## src/rtl/serve_scheduler_if.sv

```systemverilog
// Handshake bundle between the input sync/UART logic, the serve scheduler and the ball FSM.
interface serve_scheduler_if;
    logic       end_of_frame;
    logic       screen_idle;
    logic       screen_multi;
    logic       btn_serve_p1;
    logic       btn_serve_p2;
    logic [3:0] points_player_1;
    logic [3:0] points_player_2;
    logic [1:0] who_won;
    logic       serve;
    logic       server_id;
    logic [3:0] countdown;
    logic       serve_armed;

    // Upstream / environment side: drives frame, menu, button and score inputs.
    modport master (
        output end_of_frame, screen_idle, screen_multi, btn_serve_p1, btn_serve_p2,
               points_player_1, points_player_2, who_won,
        input  serve, server_id, countdown, serve_armed
    );

    // Scheduler side.
    modport slave (
        input  end_of_frame, screen_idle, screen_multi, btn_serve_p1, btn_serve_p2,
               points_player_1, points_player_2, who_won,
        output serve, server_id, countdown, serve_armed
    );
endinterface

```

## src/rtl/serve_scheduler.sv

```systemverilog
// Serve scheduler: picks the server, runs the frame-based pre-serve countdown and
// emits the one-cycle serve strobe that restarts the ball FSM.
//
// state | meaning
// IDLE  | menu shown, nothing counting
// COUNT | countdown running, decremented every FRAMES_PER_TICK frames
// ARMED | waiting for the server's button or the auto-serve timeout
// RALLY | ball in play, waiting for a score change
// END   | game decided, any button press returns the ball FSM to IDLE
module serve_scheduler #(
    parameter int COUNT_START     = 3,
    parameter int FRAMES_PER_TICK = 60,
    parameter int TIMEOUT_FRAMES  = 300
) (
    input logic               clk65MHz,
    input logic               rst_n,
    serve_scheduler_if.slave  bus
);

    localparam int TICK_W = $clog2(FRAMES_PER_TICK) + 1;
    localparam int TO_W   = $clog2(TIMEOUT_FRAMES) + 1;
    localparam logic [TICK_W-1:0] TICK_LAST = TICK_W'(FRAMES_PER_TICK - 1);
    localparam logic [TO_W-1:0]   TO_LAST   = TO_W'(TIMEOUT_FRAMES - 1);
    localparam logic [3:0]        CNT_INIT  = 4'(COUNT_START);

    typedef enum logic [2:0] {
        S_IDLE  = 3'd0,
        S_COUNT = 3'd1,
        S_ARMED = 3'd2,
        S_RALLY = 3'd3,
        S_END   = 3'd4
    } state_t;

    state_t            state_q, state_d;
    logic [TICK_W-1:0] tick_cnt_q, tick_cnt_d;
    logic [TO_W-1:0]   to_cnt_q, to_cnt_d;
    logic [3:0]        countdown_q, countdown_d;
    logic              server_id_q, server_id_d;
    logic              serve_q, serve_d;
    logic              serve_armed_q, serve_armed_d;
    logic              btn_p1_q, btn_p2_q;
    logic [3:0]        pts_p1_q, pts_p2_q;

    logic rise_p1, rise_p2, server_rise, score_p1, score_p2;

    // In single-player mode the second button never counts as a press.
    assign rise_p1     = bus.btn_serve_p1 & ~btn_p1_q;
    assign rise_p2     = bus.btn_serve_p2 & ~btn_p2_q & bus.screen_multi;
    assign server_rise = server_id_q ? rise_p2 : rise_p1;
    assign score_p1    = (bus.points_player_1 != pts_p1_q);
    assign score_p2    = (bus.points_player_2 != pts_p2_q);

    // Next-state, counter and output computation.
    always_comb begin
        state_d     = state_q;
        tick_cnt_d  = tick_cnt_q;
        to_cnt_d    = to_cnt_q;
        countdown_d = countdown_q;
        server_id_d = server_id_q;
        serve_d     = 1'b0;

        case (state_q)
            S_IDLE: begin
                if (!bus.screen_idle) begin
                    state_d     = S_COUNT;
                    countdown_d = CNT_INIT;
                    tick_cnt_d  = '0;
                    server_id_d = 1'b0;
                end
            end
            S_COUNT: begin
                if (bus.end_of_frame) begin
                    if (tick_cnt_q == TICK_LAST) begin
                        tick_cnt_d  = '0;
                        countdown_d = countdown_q - 4'd1;
                        if (countdown_q == 4'd1) begin
                            state_d  = S_ARMED;
                            to_cnt_d = '0;
                        end
                    end else begin
                        tick_cnt_d = tick_cnt_q + TICK_W'(1);
                    end
                end
            end
            S_ARMED: begin
                // A press takes precedence over a coincident frame tick; either way one pulse.
                if (server_rise) begin
                    serve_d = 1'b1;
                    state_d = S_RALLY;
                end else if (bus.end_of_frame) begin
                    if (to_cnt_q == TO_LAST) begin
                        serve_d = 1'b1;
                        state_d = S_RALLY;
                    end else begin
                        to_cnt_d = to_cnt_q + TO_W'(1);
                    end
                end
            end
            S_RALLY: begin
                if (score_p1 || score_p2) begin
                    // The player who lost the point serves; P1 scoring wins a tie.
                    server_id_d = score_p1 ? bus.screen_multi : 1'b0;
                    if (bus.who_won != 2'd0) begin
                        state_d = S_END;
                    end else begin
                        state_d     = S_COUNT;
                        countdown_d = CNT_INIT;
                        tick_cnt_d  = '0;
                    end
                end
            end
            S_END: begin
                if (rise_p1 || rise_p2) begin
                    serve_d     = 1'b1;
                    state_d     = S_IDLE;
                    countdown_d = 4'd0;
                end
            end
            default: begin
                state_d     = S_IDLE;
                countdown_d = 4'd0;
            end
        endcase

        // The menu overrides everything.
        if (bus.screen_idle) begin
            state_d     = S_IDLE;
            serve_d     = 1'b0;
            countdown_d = 4'd0;
        end

        serve_armed_d = (state_d == S_ARMED);
    end

    // State, counters, registered outputs and input history.
    always_ff @(posedge clk65MHz or negedge rst_n) begin
        if (!rst_n) begin
            state_q       <= S_IDLE;
            tick_cnt_q    <= '0;
            to_cnt_q      <= '0;
            countdown_q   <= 4'd0;
            server_id_q   <= 1'b0;
            serve_q       <= 1'b0;
            serve_armed_q <= 1'b0;
            btn_p1_q      <= 1'b0;
            btn_p2_q      <= 1'b0;
            pts_p1_q      <= 4'd0;
            pts_p2_q      <= 4'd0;
        end else begin
            state_q       <= state_d;
            tick_cnt_q    <= tick_cnt_d;
            to_cnt_q      <= to_cnt_d;
            countdown_q   <= countdown_d;
            server_id_q   <= server_id_d;
            serve_q       <= serve_d;
            serve_armed_q <= serve_armed_d;
            btn_p1_q      <= bus.btn_serve_p1;
            btn_p2_q      <= bus.btn_serve_p2;
            pts_p1_q      <= bus.points_player_1;
            pts_p2_q      <= bus.points_player_2;
        end
    end

    assign bus.serve       = serve_q;
    assign bus.server_id   = server_id_q;
    assign bus.countdown   = countdown_q;
    assign bus.serve_armed = serve_armed_q;

endmodule
```

## src/flat_wrapper.sv

```systemverilog
// flat-port wrapper written by rule: the top's interface ports become plain ports
module serve_scheduler_flat 
#(
    parameter int COUNT_START     = 3,
    parameter int FRAMES_PER_TICK = 60,
    parameter int TIMEOUT_FRAMES  = 300
)
  (clk65MHz, rst_n, bus_end_of_frame, bus_screen_idle, bus_screen_multi, bus_btn_serve_p1, bus_btn_serve_p2, bus_points_player_1, bus_points_player_2, bus_who_won, bus_serve, bus_server_id, bus_countdown, bus_serve_armed);
  serve_scheduler_if bus_i ();
  input logic clk65MHz;
  input logic rst_n;
  input wire logic [$bits(bus_i.end_of_frame)-1:0] bus_end_of_frame;
  input wire logic [$bits(bus_i.screen_idle)-1:0] bus_screen_idle;
  input wire logic [$bits(bus_i.screen_multi)-1:0] bus_screen_multi;
  input wire logic [$bits(bus_i.btn_serve_p1)-1:0] bus_btn_serve_p1;
  input wire logic [$bits(bus_i.btn_serve_p2)-1:0] bus_btn_serve_p2;
  input wire logic [$bits(bus_i.points_player_1)-1:0] bus_points_player_1;
  input wire logic [$bits(bus_i.points_player_2)-1:0] bus_points_player_2;
  input wire logic [$bits(bus_i.who_won)-1:0] bus_who_won;
  output wire logic [$bits(bus_i.serve)-1:0] bus_serve;
  output wire logic [$bits(bus_i.server_id)-1:0] bus_server_id;
  output wire logic [$bits(bus_i.countdown)-1:0] bus_countdown;
  output wire logic [$bits(bus_i.serve_armed)-1:0] bus_serve_armed;
  assign bus_i.end_of_frame = bus_end_of_frame;
  assign bus_i.screen_idle = bus_screen_idle;
  assign bus_i.screen_multi = bus_screen_multi;
  assign bus_i.btn_serve_p1 = bus_btn_serve_p1;
  assign bus_i.btn_serve_p2 = bus_btn_serve_p2;
  assign bus_i.points_player_1 = bus_points_player_1;
  assign bus_i.points_player_2 = bus_points_player_2;
  assign bus_i.who_won = bus_who_won;
  assign bus_serve = bus_i.serve;
  assign bus_server_id = bus_i.server_id;
  assign bus_countdown = bus_i.countdown;
  assign bus_serve_armed = bus_i.serve_armed;
  serve_scheduler #(.COUNT_START(COUNT_START), .FRAMES_PER_TICK(FRAMES_PER_TICK), .TIMEOUT_FRAMES(TIMEOUT_FRAMES)) u_core (.clk65MHz(clk65MHz), .rst_n(rst_n), .bus(bus_i));
endmodule
```

## config.mk

```make
export PLATFORM = sky130hd
export DESIGN_NAME = serve_scheduler_flat
export DESIGN_NICKNAME = d
export VERILOG_FILES = /design/src/rtl/serve_scheduler_if.sv /design/src/rtl/serve_scheduler.sv /design/src/flat_wrapper.sv
export SDC_FILE = /design/constraint.sdc
export NUM_CORES = 1
export LEC_CHECK = 0
export CORE_UTILIZATION = 40
export CTS_BUF_LIST = sky130_fd_sc_hd__clkbuf_8 sky130_fd_sc_hd__clkbuf_16
export CTS_CLUSTER_DIAMETER = 120
export DETAILED_ROUTE_END_ITERATION = 6
export DONT_BUFFER_PORTS = 1
export PLACE_DENSITY = 0.59
export SETUP_SLACK_MARGIN = 0.4
export SYNTH_ARGS = -nofsm -noshare
export SYNTH_HDL_FRONTEND = slang
export SYNTH_SLANG_ARGS = --single-unit
```

## constraint.sdc

```tcl
create_clock -name clk65MHz -period 1.7 [get_ports clk65MHz]
set_input_delay 0.425 -clock clk65MHz [delete_from_list [all_inputs] [get_ports clk65MHz]]
set_output_delay 0.425 -clock clk65MHz [all_outputs]
set_load 0.01 [all_outputs]
```

# Word level (Yosys, flattened, before mapping)
# Index checks and enable logic that the tools add are counted.
[word_totals]
reg_bits = 37
input_bits = 17
output_inout_bits = 7
elab_cells = 97
[op_classes]
addsub = 3
n_eq_ne = 25
n_mux = 42
n_bitwise = 5
reduce_logical = 11
[ops]
columns = ["cell", "n"]
rows = [
  ["$mux 10", 6],
  ["$mux 7", 5],
  ["$mux 3", 10],
  ["$mux 4", 6],
  ["$pmux 7 s3", 1],
  ["$pmux 10 s2", 1],
  ["$pmux 4 s5", 1],
  ["$pmux 3 s5", 1],
  ["$ne 2x2->1 const B", 7],
  ["$add 10x1->10 const B", 1],
  ["$eq 10x9->1 const B", 1],
  ["$eq 3x2->1 const B", 3],
  ["$mux 1", 9],
  ["$ne 3x2->1 const B", 3],
  ["$ne 4x4->1", 2],
  ["$add 7x1->7 const B", 1],
  ["$eq 7x6->1 const B", 1],
  ["$reduce_and 7->1", 1],
  ["$ne 2x1->1 const B", 3],
  ["$ne 3x3->1 const B", 2],
  ["$reduce_and 6->1", 1],
  ["$reduce_bool 2->1", 3],
  ["$reduce_and 5->1", 1],
  ["$eq 4x1->1 const B", 1],
  ["10 further kinds", 15],
]

# Longest topological paths before layout
# Gate-level depths: netlist (run 1).
[logic_depth]
depth_word = 8
ltp_mapped = 7
depth_no_buf = 7

# Worst setup path after synthesis (run 1)
# OpenSTA, ideal clock, no wires.
[synth_path]
kind = "register to register"
from = "reg u_core.countdown_q[1], in the netlist u_core.bus.countdown[1]"
to = "reg u_core.to_cnt_q[9]"
setup_time_ps = 66
arrival_ps = 1773
required_ps = 1634
path_slack_ps = -139
path_stages_with_launch = 8
path_cell_list = "dfrtp_1 > inv_1 > ha_1 > nor3b_1 > nand4_2 > a21o_1 > or4_1 > nand2_1"
[synth_between]
elab_chain_cells = 3
[synth_lines]
columns = ["item", "line", "rtl"]
rows = [
  ["start, declared", "serve_scheduler.sv:37", "logic [3:0] countdown_q, countdown_d;"],
  ["start signal, assigned", "serve_scheduler.sv:153", "countdown_q <= countdown_d;"],
  ["$eq 4x1->1", "serve_scheduler.sv:76", "if (countdown_q == 4'd1) begin"],
  ["$ne 2x1->1 (no line)", "--", ""],
  ["$reduce_and 7->1 (no line)", "--", ""],
  ["end signal, assigned", "serve_scheduler.sv:152", "to_cnt_q <= to_cnt_d;"],
  ["end, declared", "serve_scheduler.sv:36", "logic [TO_W-1:0] to_cnt_q, to_cnt_d;"],
]
# No other way between the ends.
# A chain may end at the register's enable or synchronous reset.

# Final worst setup path (run 1)
[layout_path]
from = "reg u_core.to_cnt_q[4]"
to = "reg u_core.state_q[0]"
[layout_between]
elab_chain_cells = 6
[layout_lines]
columns = ["item", "line", "rtl"]
rows = [
  ["$eq 10x9->1", "serve_scheduler.sv:91", "if (to_cnt_q == TO_LAST) begin"],
  ["$mux 3", "serve_scheduler.sv:91", ""],
  ["$mux 3", "serve_scheduler.sv:90", "end else if (bus.end_of_frame) begin"],
  ["$mux 3", "serve_scheduler.sv:87", "if (server_rise) begin"],
  ["$pmux 3 s5", "serve_scheduler.sv:62", "case (state_q)"],
  ["$mux 3", "serve_scheduler.sv:126", "if (bus.screen_idle) begin"],
  ["net u_core.state_d[0]", "serve_scheduler.sv:34", "state_t state_q, state_d;"],
  ["end signal, assigned", "serve_scheduler.sv:150", "state_q <= state_d;"],
  ["end, declared", "serve_scheduler.sv:34", ""],
]
# The timed path passes the listed nets, and every way through them passes these cells.

==> out/qor.yml, run 1 <==
routing:
  drt-initial-drc-count: 73
  drtAntennaViolNets: 0
  drt_pass1_iterations: 4
  drt_wl_total_mm: 5.44
  vias: 1880
  wl_per_cell_um: 15.5
  viasPerCell: 5.36
  drc: 0
floorplanning:
  die_h_um: 75.7
  initial_core_util: 0.420
  fp.dieW_um: 75.7
  core.rowCount: 26
  dieArea_um2: 5730
  ios: 24
  fp.coreArea_um2: 5170
timing:
  holdWs_ps: -182
  relSlewSlack: 0.717
  clock-skew-final_ps: 6.24
  fin_setup_tns_ps: -309
  setup_viol_count_final: 7
  hold_violations: 37
  rsz0062_at_grt: "true"
  fmax_mhz: 562
  layout_setup_ws_ps: -78.1
  post-route-period-util: 1.05
  tightest_slew_ps: 413
  drv_slew: 0
  min_period_ps: 1780
critical_path:
  critical-path-slowest-cell: "or4b_4"
  crit_chain: "or4b_4 -> nor4_4 -> a31oi_1 -> a31oi_1 -> and3_1"
  crit_path_max_fanout: 3
  worstSetupStartpointType: "register"
  crit_buf_inv: 0
  required_ps: 1930
  critPathCaptureType: "register"
  critical-path-top-delay-family: "simple AND/OR/NAND/NOR gates"
  crit_top_cell: "a31oi_1"
  arrival_ps: 2010
  max_stage_delay_ps: 550
  crit_type: "register to register"
place:
  gp_congestion: 0.820
  dp_hpwl_mm: 3.77
  portBuffers: 0
  place_area_um2: 2560
synthesis:
  yosysUniqueCellTypes: 58
  synth_top_cell_by_area: "dfrtp_1"
  synth_area_um2: 2170
  yosys-top-cells-count: "dfrtp_1 (37), nand2_1 (19), nor2_1 (16)"
  yosys_warnings: 0
  synth_edf_count: 0
  ys_seq_elements: 37
  syn_avg_cell_area_um2: 9.73
  syn_inst: 223
  synth-main-ff-cell: "dfrtp_1"
  synth_fp_nets: 244
  synth_top_area_share: 0.427
  synthMostInstantiatedCell: "dfrtp_1"
  ys_seq_area_frac: 0.427
  yosys-top-cells-area: "dfrtp_1 (43%), xor2_1 (3.6%), nand2_1 (3.3%)"
  async_flop_share: 1.00
power:
  intPower_mw: 1.50
  totalPowerFinal_mw: 1.98
  p_leak_nw: 1.38
  pwr-share-seq: 0.474
  netSwitchingFraction: 0.241
  ir_worst_vdd_mv: 0.546
  pwr-share-clk: 0.385
  comb_power_share: 0.142
  powerDensity_nw_per_um2: 651
  switching_power_mw: 0.477
layout:
  area_growth_pct: 40.1
  final_area_um2: 3040
  num_antenna_cells: 0
  layout-drive-gt1-share: 0.391
  fillers: 457
  nets: 301
grt:
  grt_overflow_total: 0
  grt_pass1_wl_mm: 8.54
  grt_start_max_net_pins: 38
  grt_usage: 0.204
  grt_pass1_vias: 1830
  antenna_found_initial: 0
clock_tree:
  clk-insertion-delay-late_ps: 290
  cts-htree-levels: 2
  root_buffer: "clkbuf_8"
  path_clk_slew_ps: 80
  cts_tree: "built"
  numCtsBuffers: 5
  cts_buffer_depth: 2
  clock-sinks: 37
run_status:
  violations: "negative hold slack, negative setup slack"
  status: "finished with violations"
run:
  cap_violations: 0
hold_path:
  hold_class: "input port to async pin"
==> path summary, 6_finish.rpt <==
check	from	slack (ps)	endpoint	cells after the start
max in group asynchronous	rst_n	1790	u_core.state_q[2]$_DFF_PN0_	0
min in group clk65MHz	bus_btn_serve_p2	150	u_core.btn_p2_q$_DFF_PN0_	0
max reg2reg	u_core.to_cnt_q[4]$_DFFE_PN0P_	-80	u_core.state_q[0]$_DFF_PN0_	5
min	rst_n	-180	u_core.to_cnt_q[6]$_DFFE_PN0P_	0
min reg2reg	u_core.to_cnt_q[1]$_DFFE_PN0P_	540	u_core.to_cnt_q[1]$_DFFE_PN0P_	2
max	u_core.to_cnt_q[4]$_DFFE_PN0P_	-80	u_core.state_q[0]$_DFF_PN0_	5
==> sequential cells by signal, summed over array words and instances (netlist names) <==
register	count
u_core.bus.server_id	1
u_core.bus.serve	1
u_core.btn_p2_q	1
u_core.bus.countdown	4
u_core.pts_p2_q	4
u_core.pts_p1_q	4
u_core.tick_cnt_q	7
u_core.btn_p1_q	1
u_core.state_q	3
u_core.bus.serve_armed	1
u_core.to_cnt_q	10
==> per-layer routing <==
layer | routed length, µm | up-vias | share of wire | GRT usage
met1 | 2530 | 908 | 0.46 | 0.272
met4 | 97 | 0 | 0.018 | 0.0823
met5 | 0 | - | 0 | 0
met2 | 2640 | 40 | 0.49 | 0.329
met3 | 171 | 9 | 0.031 | 0.0344
li1 | - | 923 | - | -
==> through the flow <==
stage,std cells,setup WS [ps],utilization
4_1_cts,341,-85.8,0.561
5_1_grt,351,-181,0.588
2_1_floorplan,223,-93.9,-
6_report,351,-78.1,0.588
3_3_place_gp,323,-99.4,0.496
3_5_place_dp,323,-155,0.496
==> power groups by stage <==
stage | sequential [mW] | combinational (mW) | clock [mW]
finish | 0.938 | 0.280 | 0.761
global placement | 0.950 | 0.210 | 0
CTS | 0.937 | 0.239 | 0.786
floorplan | 0.953 | 0.141 | 0
global route | 0.941 | 0.303 | 0.816
detailed placement | 0.952 | 0.213 | 0
==> worst register-to-register path, stage by stage (launching register included) <==
cell,delay [ps]
dfrtp_1,390
or4b_4,550
nor4_4,200
a31oi_1,130
a31oi_1,260
and3_1,180
==> placed cells by master (no fill, tap or decap), types with 3 or more instances in the layout <==
cell,n
a21o_1,3
a21oi_1,4
a21oi_2,6
a31oi_1,4
and3_1,6
buf_4,50
buf_6,10
clkbuf_8,5
dfrtp_1,34
dfrtp_2,3
inv_1,10
mux2i_1,5
nand2_1,19
nand2b_1,6
nand3_1,7
nand3b_1,3
nand4_1,4
nor2_1,15
nor2b_1,3
nor3_1,4
o21ai_0,3
xnor2_1,4
xor2_1,8
==> repair_timing <==
action,in CTS,in global routing
setup endpoints to repair,27,30
gates resized for setup,31,15
pin swaps,17,17
hold endpoints to repair,37,37
buffers inserted,10,10
gates cloned,0,0
==> cells by family after synthesis <==
family | Yosys count | synth area share
simple gates | 95 | 0.270
compound gates | 47 | 0.154
flops | 37 | 0.427
buf+inv | 20 | 0.0403
xor+xnor | 13 | 0.0524
mux | 7 | 0.0334
fa+ha+maj | 4 | 0.0231
==> layout make-up <==
type | count | area (µm²) | share of cell area
timing repair buffer | 60 | 488 | 0.160
multi-input combinational | 166 | 1390 | 0.456
clock inverter | 3 | 42.5 | 0.0140
tap | 70 | 87.6 | 0.0288
inverter | 10 | 37.5 | 0.0123
clock buffer | 5 | 68.8 | 0.0226
sequential | 37 | 930 | 0.306
Note: power is estimated with default switching activity, not from simulation.
==> inputs of run 2 (changes only) <==
--- a/config.mk
+++ b/config.mk
@@ -10,7 +10,6 @@
 export CTS_CLUSTER_DIAMETER = 120
 export DETAILED_ROUTE_END_ITERATION = 6
 export DONT_BUFFER_PORTS = 1
-export PLACE_DENSITY = 0.59
 export SETUP_SLACK_MARGIN = 0.4
 export SYNTH_ARGS = -nofsm -noshare
 export SYNTH_HDL_FRONTEND = slang
==> out/qor.yml, run 2 (synthesis gave the netlist of run 1 again) <==
routing:
  drc: 0  # unchanged
  drt_pass1_iterations: 4  # unchanged
  viasPerCell: 5.38  # +0.44%
  drt-initial-drc-count: 74  # +1.4%
  wl_per_cell_um: 15.4  # -0.33%
  drt_wl_total_mm: 5.45  # +0.24%
  drtAntennaViolNets: 0  # unchanged
  vias: 1899  # +1.0%
clock_tree:
  clk-insertion-delay-late_ps: 300  # about the same
  path_clk_slew_ps: 80  # about the same
  cts-htree-levels: 2  # unchanged
  numCtsBuffers: 5  # unchanged
  cts_tree: "built"
  root_buffer: "clkbuf_8"
  cts_buffer_depth: 2  # unchanged
  clock-sinks: 37  # unchanged
timing:
  post-route-period-util: 1.07  # +0.0235
  rsz0062_at_grt: "true"
  clock-skew-final_ps: 8.08  # +1.83 ps
  relSlewSlack: 0.750  # +0.0322
  layout_setup_ws_ps: -118  # -39.9 ps
  hold_violations: 37  # unchanged
  fin_setup_tns_ps: -395  # -85.9 ps
  drv_slew: 0  # unchanged
  fmax_mhz: 550  # -2.2%
  min_period_ps: 1820  # +39.9 ps
  holdWs_ps: -190  # -8.36 ps
  setup_viol_count_final: 8  # +1
  tightest_slew_ps: 366  # -47.1 ps
floorplanning:
  fp.coreArea_um2: 5170  # unchanged
  core.rowCount: 26  # unchanged
  initial_core_util: 0.420  # unchanged
  dieArea_um2: 5730  # unchanged
  fp.dieW_um: 75.7  # unchanged
  ios: 24  # unchanged
  die_h_um: 75.7  # unchanged
layout:
  nets: 303  # +0.66%
  area_growth_pct: 45.6
  layout-drive-gt1-share: 0.442  # +0.0502
  num_antenna_cells: 0  # unchanged
  multiInputGateArea_um2: 1490  # +7.3%
  fillers: 404  # -12%
  final_common_cell: "buf_4"
  largest_register_ffs: 10  # unchanged
  fin_util: 0.611  # +0.0235
  regMostFlops: "u_core.to_cnt_q"
  final_area_um2: 3160  # +4.0%
  largest_registers: "u_core.to_cnt_q x10, u_core.tick_cnt_q x7"
  fin_cells: 353  # +0.57%
  regArea_um2: 928  # -0.13%
  final_cell_mix: "buf_4 (44), dfrtp_1 (35), buf_6 (18)"
grt:
  grt_pass1_vias: 1928  # +5.4%
  grt_start_max_net_pins: 38  # unchanged
  antenna_found_initial: 0  # unchanged
  grt_pass1_wl_mm: 9.07  # +6.2%
  grt_usage: 0.217  # +0.0139
  grt_overflow_total: 0  # unchanged
place:
  dp_hpwl_mm: 3.79  # +0.58%
  gp_congestion: 0.808  # -1.4%
  portBuffers: 0  # unchanged
  place_area_um2: 2590  # +0.88%
  dp.cells: 326  # +0.93%
critical_path:
  arrival_ps: 2060  # +50 ps
  crit_top_cell: "a31oi_1"
  worstSetupStartpointType: "register"
  crit_chain: "or4b_4 -> nor4_4 -> a31oi_1 -> a31oi_1 -> and3_1"
  critical-path-top-delay-family: "simple AND/OR/NAND/NOR gates"
  crit_type: "register to register"
  critPathCaptureType: "register"
  crit_buf_inv: 0  # unchanged
  critical-path-slowest-cell: "or4b_4"
  crit_path_max_fanout: 3  # unchanged
  max_stage_delay_ps: 550  # about the same
  required_ps: 1940  # about the same
power:
  p_leak_nw: 1.39  # +1.2%
  powerDensity_nw_per_um2: 586  # -10%
  ir_worst_vdd_mv: 0.468  # -14%
run_status:
  violations: "negative hold slack, negative setup slack"
  status: "finished with violations"
hold_path:
  hold_class: "input port to async pin"
run:
  cap_violations: 0  # unchanged
## run 2: power breakdown
part,internal [mW],switching (mW)
Sequential,0.910,0.0276
Clock,0.283,0.331
Combinational,0.168,0.132
## run 2: layout make-up
cell class | count | share of cell area
sequential | 37 | 0.294
timing repair buffer | 62 | 0.169
tap | 70 | 0.0277
clock inverter | 3 | 0.00594
inverter | 10 | 0.0119
multi-input combinational | 166 | 0.471
clock buffer | 5 | 0.0218
## run 2: worst paths after layout
check / slack [ps] / cells after the start / to / from
setup / recovery: -120 / 5 / u_core.state_q[0]$_DFF_PN0_ / u_core.to_cnt_q[4]$_DFFE_PN0P_
setup reg to reg: -120 / 5 / u_core.state_q[0]$_DFF_PN0_ / u_core.to_cnt_q[4]$_DFFE_PN0P_
hold / removal: -190 / 0 / u_core.to_cnt_q[6]$_DFFE_PN0P_ / rst_n
min in group clk65MHz: 150 / 0 / u_core.btn_p2_q$_DFF_PN0_ / bus_btn_serve_p2
max in group asynchronous: 1800 / 0 / u_core.bus.countdown[2]$_DFFE_PN0P_ / rst_n
hold reg to reg: 550 / 2 / u_core.to_cnt_q[1]$_DFFE_PN0P_ / u_core.to_cnt_q[1]$_DFFE_PN0P_
## run 2: through the flow
step           total power [mW]  hold WS, ps  worst slack (ps)
2_1_floorplan              1.09          129             -93.9
3_3_place_gp               1.17          131             -86.4
3_5_place_dp               1.17          130             -89.8
4_1_cts                    1.84         -198             -66.9
5_1_grt                    1.93         -207              -184
6_report                   1.85         -190              -118
## run 2: timing repair
| item | 4_1_cts | 5_1_grt |
|---|---|---|
| endpoints found under the setup margin | 29 | 31 |
| gates resized for setup | 45 | 26 |
| pin swaps | 25 | 20 |
| setup buffers | 13 | 6 |
| endpoints found under the hold margin | 37 | 37 |
## run 2: per-layer routing
| metal | GRT usage | up-vias | share of wire |
|---|---|---|---|
| li1 | - | 928 | - |
| met1 | 0.282 | 909 | 0.45 |
| met2 | 0.353 | 50 | 0.48 |
| met3 | 0.0463 | 12 | 0.042 |
| met4 | 0.0905 | 0 | 0.025 |
| met5 | 0 | - | 0 |
